==> config.mk <==
export PLATFORM = sky130hd
export DESIGN_NAME = tlc_nphase
export DESIGN_NICKNAME = d
export VERILOG_FILES = /design/src/rtl/light_package.sv /design/src/rtl/tlc_rr_arbiter.sv /design/src/rtl/tlc_nphase.sv
export SDC_FILE = /design/constraint.sdc
export NUM_CORES = 1
export LEC_CHECK = 0
export ABC_CLOCK_PERIOD_IN_PS = 5900
export BUFFER_PORTS_ARGS = -buffer_cell sky130_fd_sc_hd__buf_2
export CORE_UTILIZATION = 55
export CTS_BUF_LIST = sky130_fd_sc_hd__clkbuf_4
export DETAILED_ROUTE_END_ITERATION = 7
export GPL_ROUTABILITY_DRIVEN = 1
export GPL_TIMING_DRIVEN = 1
export PLACE_DENSITY = 0.75
export SLEW_MARGIN = 20
export SYNTH_ARGS = -nofsm -noshare
export SYNTH_HDL_FRONTEND = slang
export SYNTH_SLANG_ARGS = --single-unit
==> constraint.sdc <==
create_clock -name clk -period 5.9 [get_ports clk]
set_input_delay 1.18 -clock clk [delete_from_list [all_inputs] [get_ports clk]]
set_output_delay 1.18 -clock clk [all_outputs]
set_load 0.02 [all_outputs]
==> src/rtl/light_package.sv <==
// Shared types for the N-phase traffic light controller: light colours,
// the FSM state encoding and a counter-width helper.
package light_package;

   // Per-phase lamp colour driven on the light output.
   typedef enum logic [1:0] {
      RED    = 2'd0,
      YELLOW = 2'd1,
      GREEN  = 2'd2
   } colors;

   // Controller state, kept as plain constants so older tools can read them.
   typedef logic [1:0] tlc_nphase_state_t;

   localparam tlc_nphase_state_t S_ALLRED = 2'd0;
   localparam tlc_nphase_state_t S_GREEN  = 2'd1;
   localparam tlc_nphase_state_t S_YELLOW = 2'd2;

   // Bits needed to hold values 0..maxval; never less than one bit.
   function automatic int cnt_w(input int maxval);
      return (maxval < 1) ? 1 : $clog2(maxval + 1);
   endfunction

endpackage

==> src/rtl/tlc_rr_arbiter.sv <==
// Combinational round-robin phase picker: the first set request bit after
// i_last (wrapping), with i_last itself tried last.
module tlc_rr_arbiter
   import light_package::*;
#(
   parameter int NUM_PHASES = 5
) (
   input  logic [NUM_PHASES-1:0]         i_req,
   input  logic [$clog2(NUM_PHASES)-1:0] i_last,
   output logic [$clog2(NUM_PHASES)-1:0] o_grant,
   output logic                          o_grant_valid
);

   localparam int PW = $clog2(NUM_PHASES);

   logic [PW:0] w_sum;
   logic [PW:0] w_idx;

   // Walk from the farthest candidate to the nearest so the nearest set bit wins.
   always_comb begin
      o_grant       = i_last;
      o_grant_valid = 1'b0;
      w_sum         = '0;
      w_idx         = '0;
      for (int k = NUM_PHASES; k >= 1; k--) begin
         w_sum = {1'b0, i_last} + (PW+1)'(k);
         w_idx = (w_sum >= (PW+1)'(NUM_PHASES)) ? (w_sum - (PW+1)'(NUM_PHASES)) : w_sum;
         if (i_req[w_idx[PW-1:0]]) begin
            o_grant       = w_idx[PW-1:0];
            o_grant_valid = 1'b1;
         end
      end
   end

endmodule

==> src/rtl/tlc_nphase.sv <==
// N-phase actuated traffic light controller (Moore outputs).
// Optional emergency preemption is built only when TLC_PREEMPT_EN is defined.
// Handshake note: there is no valid/ready traffic here; sensor and preempt are
// level inputs sampled on every rising edge.
module tlc_nphase
   import light_package::*;
#(
   parameter int NUM_PHASES  = 5,
   parameter int GAP_TIME    = 5,
   parameter int MAX_GREEN   = 10,
   parameter int YELLOW_TIME = 2,
   parameter int ALLRED_TIME = 1
) (
   input  logic                          clk,
   input  logic                          reset,
   input  logic [NUM_PHASES-1:0]         sensor,
   input  logic                          preempt,
   input  logic [$clog2(NUM_PHASES)-1:0] preempt_phase,
   output colors                         light [NUM_PHASES],
   output logic [$clog2(NUM_PHASES)-1:0] active_phase,
   output tlc_nphase_state_t             o_dbg_state
);

   localparam int PW   = $clog2(NUM_PHASES);
   localparam int MAXT = (YELLOW_TIME > ALLRED_TIME) ? YELLOW_TIME : ALLRED_TIME;
   localparam int TW   = cnt_w(MAXT);
   localparam int GW   = cnt_w(GAP_TIME);
   localparam int MW   = cnt_w(MAX_GREEN);

   tlc_nphase_state_t r_state;
   logic [PW-1:0]     r_active;
   logic [TW-1:0]     r_timer;
   logic [GW-1:0]     r_gap;
   logic [MW-1:0]     r_max;

   logic [NUM_PHASES-1:0] w_other_req;
   logic                  w_own;
   logic                  w_other;
   logic [GW-1:0]         w_gap_nxt;
   logic [MW-1:0]         w_max_nxt;
   logic                  w_limit;
   logic [PW-1:0]         w_grant;
   logic                  w_grant_valid;
   logic                  w_start_ok;
   logic [PW-1:0]         w_start_phase;
   logic                  w_pre_force;
   logic                  w_pre_hold;

   tlc_rr_arbiter #(
      .NUM_PHASES (NUM_PHASES)
   ) u_arb (
      .i_req         (sensor),
      .i_last        (r_active),
      .o_grant       (w_grant),
      .o_grant_valid (w_grant_valid)
   );

`ifdef TLC_PREEMPT_EN
   logic w_pre_req;
   // Out-of-range preempt_phase values are treated as no request.
   assign w_pre_req     = preempt && ({1'b0, preempt_phase} < (PW+1)'(NUM_PHASES));
   assign w_pre_force   = w_pre_req && (preempt_phase != r_active);
   assign w_pre_hold    = w_pre_req && (preempt_phase == r_active);
   assign w_start_ok    = w_pre_req || w_grant_valid;
   assign w_start_phase = w_pre_req ? preempt_phase : w_grant;
`else
   logic w_unused_preempt;
   assign w_unused_preempt = ^{preempt, preempt_phase};
   assign w_pre_force      = 1'b0;
   assign w_pre_hold       = 1'b0;
   assign w_start_ok       = w_grant_valid;
   assign w_start_phase    = w_grant;
`endif

   // Demand from every phase except the one currently served.
   always_comb begin
      w_other_req           = sensor;
      w_other_req[r_active] = 1'b0;
   end

   assign w_own     = sensor[r_active];
   assign w_other   = |w_other_req;
   assign w_gap_nxt = w_own ? '0 :
                      ((r_gap == GW'(GAP_TIME)) ? r_gap : r_gap + GW'(1));
   assign w_max_nxt = (w_other && (r_max != MW'(MAX_GREEN))) ? r_max + MW'(1) : r_max;
   assign w_limit   = (w_gap_nxt == GW'(GAP_TIME)) || (w_max_nxt == MW'(MAX_GREEN));

   // Phase sequencing: ALLRED -> GREEN -> YELLOW -> ALLRED, reset wins over all.
   always_ff @(posedge clk) begin
      if (reset) begin
         r_state  <= S_ALLRED;
         r_timer  <= TW'(ALLRED_TIME);
         r_active <= PW'(NUM_PHASES - 1);
         r_gap    <= '0;
         r_max    <= '0;
      end else begin
         case (r_state)
            S_ALLRED: begin
               // Timer parks at 1 while dwelling so a later request exits at once.
               if (r_timer > TW'(1)) begin
                  r_timer <= r_timer - TW'(1);
               end else if (w_start_ok) begin
                  r_state  <= S_GREEN;
                  r_active <= w_start_phase;
                  r_gap    <= '0;
                  r_max    <= '0;
               end
            end
            S_GREEN: begin
               r_gap <= w_gap_nxt;
               r_max <= w_max_nxt;
               if (w_pre_force || (!w_pre_hold && w_other && w_limit)) begin
                  r_state <= S_YELLOW;
                  r_timer <= TW'(YELLOW_TIME);
               end
            end
            S_YELLOW: begin
               if (r_timer > TW'(1)) begin
                  r_timer <= r_timer - TW'(1);
               end else begin
                  r_state <= S_ALLRED;
                  r_timer <= TW'(ALLRED_TIME);
               end
            end
            default: begin
               r_state <= S_ALLRED;
               r_timer <= TW'(ALLRED_TIME);
            end
         endcase
      end
   end

   // Lamp decode from registered state: only the active phase may show colour.
   always_comb begin
      for (int i = 0; i < NUM_PHASES; i++) begin
         light[i] = RED;
         if (PW'(i) == r_active) begin
            if (r_state == S_GREEN) begin
               light[i] = GREEN;
            end else if (r_state == S_YELLOW) begin
               light[i] = YELLOW;
            end
         end
      end
   end

   assign active_phase = r_active;
   assign o_dbg_state  = r_state;

endmodule

Word-level counts from Yosys, hierarchy flattened. Cells that the tools add are included.

Bitwise operators: 3. $add $sub $neg: 13. Equality and inequality tests: 15. Multiplexer cells: 53. Reductions and logical operators: 13. Order comparisons: 13.

Operators with widths (count): $mux W3 (14); $lt A3 B4 Y1 const B (6); $mux W2 (12); $ge A4 B3 Y1 const B (5); $bmux W1 S3 (6); $sub A3 B3 Y3 const B (5); $mux W1 (13); $mux W4 (3); $pmux W2 S3 (2); $add A3 B2 Y4 const B (2); $add A3 B3 Y4 const B (2); $ne A2 B2 Y1 const B (4); $pmux W4 S2 (1); $reduce_and A4 Y1 (2); $eq A2 B3 Y1 const A (2); $eq A3 B3 Y1 const B (2); $pmux W3 S2 (1); $and A5 B5 Y5 (1); $not A5 Y5 (1); $reduce_bool A5 Y1 (1); $reduce_or A5 Y1 (1); $add A3 B1 Y4 const B (1); $add A4 B1 Y4 const B (1); $eq A4 B4 Y1 const B (1); other kinds (19) (21).

Input bits: 11. Output and inout bits: 15. Logic and storage cells: 115. Flip-flop bits (word level): 14.

Logic depth before layout (Yosys ltp).
Word-level depth: 14. Mapped depth: 13. Mapped depth without buffers: 11.

By module. A second synthesis with hierarchy kept.

Cell total of the unflattened synthesis: 309. Area total of the unflattened synthesis: 2312.2 µm².

By module, submodules not included: tlc_rr_arbiter (times used 1, seq. area each 0.0 µm², area each 1159.9 µm², cells each 172); tlc_nphase (times used 1, seq. area each 280.3 µm², area each 1152.4 µm², cells each 137).

Least setup slack after synthesis. OpenSTA, ideal clock, no wires.

Path type: register -> register. Start: reg r_active[0], in the netlist active_phase[0]. End: reg r_gap[0]. Path slack: 2.781 ns. Arrival time: 3.031 ns. Cell stages (with the launch flop): 13. Data required time: 5.812 ns. Clock period less this slack: 3.119 ns. Buffers on the path: 2. Cells stage by stage: dfxtp_1 > buf_6 > inv_2 > buf_2 > ha_1 > ha_1 > or2_2 > o21ai_1 > nor2_1 > a2bb2oi_2 > nor3b_2 > a21oi_4 > a311oi_2.

Cells in the longest elaborated chain, start to end: 12.

RTL lines: from (decl) (line tlc_nphase.sv:31) `logic [PW-1:0] r_active;`; from (signal assigned) (line tlc_nphase.sv:93) `r_active <= PW'(NUM_PHASES - 1);`; from (signal assigned) (line tlc_nphase.sv:104) `r_active <= w_start_phase;`; $add A3 B3 Y4 (line tlc_rr_arbiter.sv:26) `w_sum = {1'b0, i_last} + (PW+1)'(k);`; $ge A4 B3 Y1 or $sub A3 B3 Y3 (tied branches) (line tlc_rr_arbiter.sv:27) `w_idx = (w_sum >= (PW+1)'(NUM_PHASES)) ? (w_sum - (PW+1)'(NUM_PHASES)) : w_sum;`; $mux W3 (line tlc_rr_arbiter.sv:27); $bmux W1 S3 (line tlc_rr_arbiter.sv:28) `if (i_req[w_idx[PW-1:0]]) begin`; $mux W1 (implied by the code) (line tlc_rr_arbiter.sv:28); $mux W1 (5 in series) (line tlc_rr_arbiter.sv:28); $ne A2 B1 Y1 (no source line); $reduce_and A3 Y1 (no source line); to (signal assigned) (line tlc_nphase.sv:110) `r_gap <= w_gap_nxt;`; to (decl) (line tlc_nphase.sv:33) `logic [GW-1:0] r_gap;`.

Several ways; a longest one is shown, not always the timed one. The select of a mux whose other input is x is not followed. A chain may end at the register's enable or synchronous reset.

Worst setup path after layout.
Start: reg r_active[1], in the netlist active_phase[1]. End: reg r_active[1], in the netlist active_phase[1].

Cells in the longest elaborated chain, start to end: 11.

RTL lines (line): $add A3 B3 Y4 (tlc_rr_arbiter.sv:26); $ge A4 B3 Y1 or $sub A3 B3 Y3 (tied branches) (tlc_rr_arbiter.sv:27); $mux W3 (tlc_rr_arbiter.sv:27); $bmux W1 S3 (tlc_rr_arbiter.sv:28); $mux W1 (implied by the code) (tlc_rr_arbiter.sv:28); $mux W1 (5 in series) (tlc_rr_arbiter.sv:28); $reduce_and A4 Y1 (no source line).

Several ways; a longest one is shown, not always the timed one. The select of a mux whose other input is x is not followed.

==> impl_metrics.toml <==
[cts]
cts-htree-levels = 1
cts.path.max_buffers = 2
cts_buffers = 3
root_buffer = "clkbuf_4"
cts_tree = "yes"
cts_setup_buffers = 0
ctsHoldBuffers = 0
clkTransAtPathRegs_ns = 0.09
clock_latency_ns = 0.29
ctsResizeCount = 0
cts_sinks = 14

[synthesis]
avgSynthCellArea_um2 = 7.97
synth_fp_nets = 323
synth_top_area_frac = 0.121
ys_warn_count = 0
syn_area_um2 = 2310
synthTopCellsByArea = "dfxtp_1, ha_1, mux2i_1"
async_flop_share = 0
yosysUniqueCellTypes = 70
ys_ff_latch = 14
netlist_instances = 290
yosysSeqAreaShare = 0.121
ys.flop_type = "dfxtp_1"
yosysTopAreaCell = "dfxtp_1"
synth_enable_flop_cells = 0

[routing]
via_per_inst = 6.18
avgRoutedWirePerCell_um = 15.6
drt_first_pass_iters = 4
drcViolationCount = 0
num_vias = 2187
wirelength_um = 5510
antenna_left = 0
drtIter0Drc = 135

[placement]
dp_cells = 350
portBuffers = 21
gp_congestion = 0.889
dp_hpwl_um = 4130

[timing]
finalSetupTns_ns = 0
post-route-period-util = 0.615
clock.fmax_mhz = 275
tightestPinTransition_ns = 0.595
rsz0062_at_grt = "false"
hold_viol = 0
slew_violations = 0
fin_crit_ns = 3.63
max_slew_margin = 0.603
report.final.setup_viol = 0
skew_ns = 0.00462

[power_and_ir_drop]
p_per_area_nw_per_um2 = 457
vdd_drop_max_v = 0.000266
p_leak_nw = 1.02

[floorplanning]
dieArea_um2 = 4460
ioPinCount = 26
rows = 23
core-area_um2 = 4030
die_y_um = 66.8
fp.dieW_um = 66.8
initial_core_util = 0.574

[layout]
postLayoutCoreUtil = 0.607
final_cells = 354
layout_common_cells = "nor2_1, ha_1, buf_2"
post_route_cells_drive_above_1_share = 0.191
area_growth_syn_to_layout_pct = 5.74
nets = 338
fillers = 390
diodes = 0
final_common_cell = "nor2_1"

[worst_setup_path]
endpoint_kind = "register"
required_ns = 6.07
reg2reg_slack_ns = 2.27
startpoint_type = "register"
cp_max_fo = 14
critical_path_class = "register to register"
worstPathArrival_ns = 3.80

[global_route]
grtUsageTotal = 0.267
grt_pass1_vias = 2032
grt_overflow = 0
antenna_found_initial = 0
grt_pass1_wl_um = 9220
grt_max_degree = 36

[hold_path]
min_path_type = "register to register"

[status]
status = "completed"

[job]
cap_violations = 0
flip-flops by register name, indices dropped and copies added (netlist names):
name and flops:
r_max 4, active_phase 3, o_dbg_state 2, r_timer 2, r_gap 3
cells by family (layout without fill, tap and decap cells):
kind of cell	count (synthesis)	in the layout	synth area share
AO/OA/AOI/OAI	78	78	0.273
XOR/XNOR	8	8	0.0303
flip-flops	14	14	0.121
adder cells (fa/ha/maj)	22	22	0.122
buffers and inverters	28	42	0.0558
multiplexers	18	18	0.0953
AND/OR/NAND/NOR	122	122	0.302
power by group:
group | switching (mW) | total, mW | internal, mW
Combinational | 0.520 | 0.912 | 0.391
Clock | 0.0335 | 0.0582 | 0.0247
Sequential | 0.0368 | 0.146 | 0.110
Total | 0.591 | 1.12 | 0.525
synth_stat cells, types with 5 or more instances:
library cell   n
nor2_1        28
nand3_1        5
and2_1         8
a21oi_1       13
o211ai_1       5
dfxtp_1       14
o21ai_0       11
xnor2_1        7
mux2i_1       13
and3_1         8
inv_1         14
clkbuf_1       5
nand2b_1      17
a31oi_1        5
ha_1          21
nand2_1       19
worst max-delay path, stage by stage (launching register included):
cell and delay, ns:
dfxtp_1 0.68, inv_1 0.34, ha_1 0.74, mux2_2 0.44, and3_1 0.17, o22a_1 0.20, or2_1 0.28, or2_1 0.23
a211oi_1 0.28, o211ai_1 0.15
stage by stage:
stage          total power [mW]  worst slack, ns  hold WS (ns)  area [um2]
2_1_floorplan             0.890             2.78         0.465        2310
3_3_place_gp               1.04             2.32         0.489        2420
3_5_place_dp               1.06             2.31         0.499        2420
4_1_cts                    1.12             2.29         0.543        2440
5_1_grt                    1.21             2.04         0.571        2440
6_report                   1.12             2.27         0.543        2440
layout make-up:
class	count	area [um2]	share of cell area
Multi-Input combinational cell	248	1900	0.778
Tap cell	50	62.6	0.0256
Timing Repair Buffer	22	113	0.0461
Clock buffer	3	22.5	0.00922
Inverter	16	60.1	0.0246
Sequential cell	14	280	0.115
Clock inverter	1	3.75	0.00154
metal layers:
| metal | global-route usage | wire length [um] |
|---|---|---|
| met2 | 0.503 | 2720 |
| met1 | 0.317 | 2440 |
| met4 | 0.0957 | 121 |
| met5 | 0 | 0 |
| met3 | 0.00685 | 220 |
path summary, 6_finish.rpt:
check,startpoint,to,cells past startpoint
min,r_timer[0],r_timer[0],2
min reg2reg,r_timer[0],r_timer[0],2
max reg2reg,active_phase[1],active_phase[1],9
max,active_phase[1],active_phase[1],9
(Power assumes the default switching activity.)
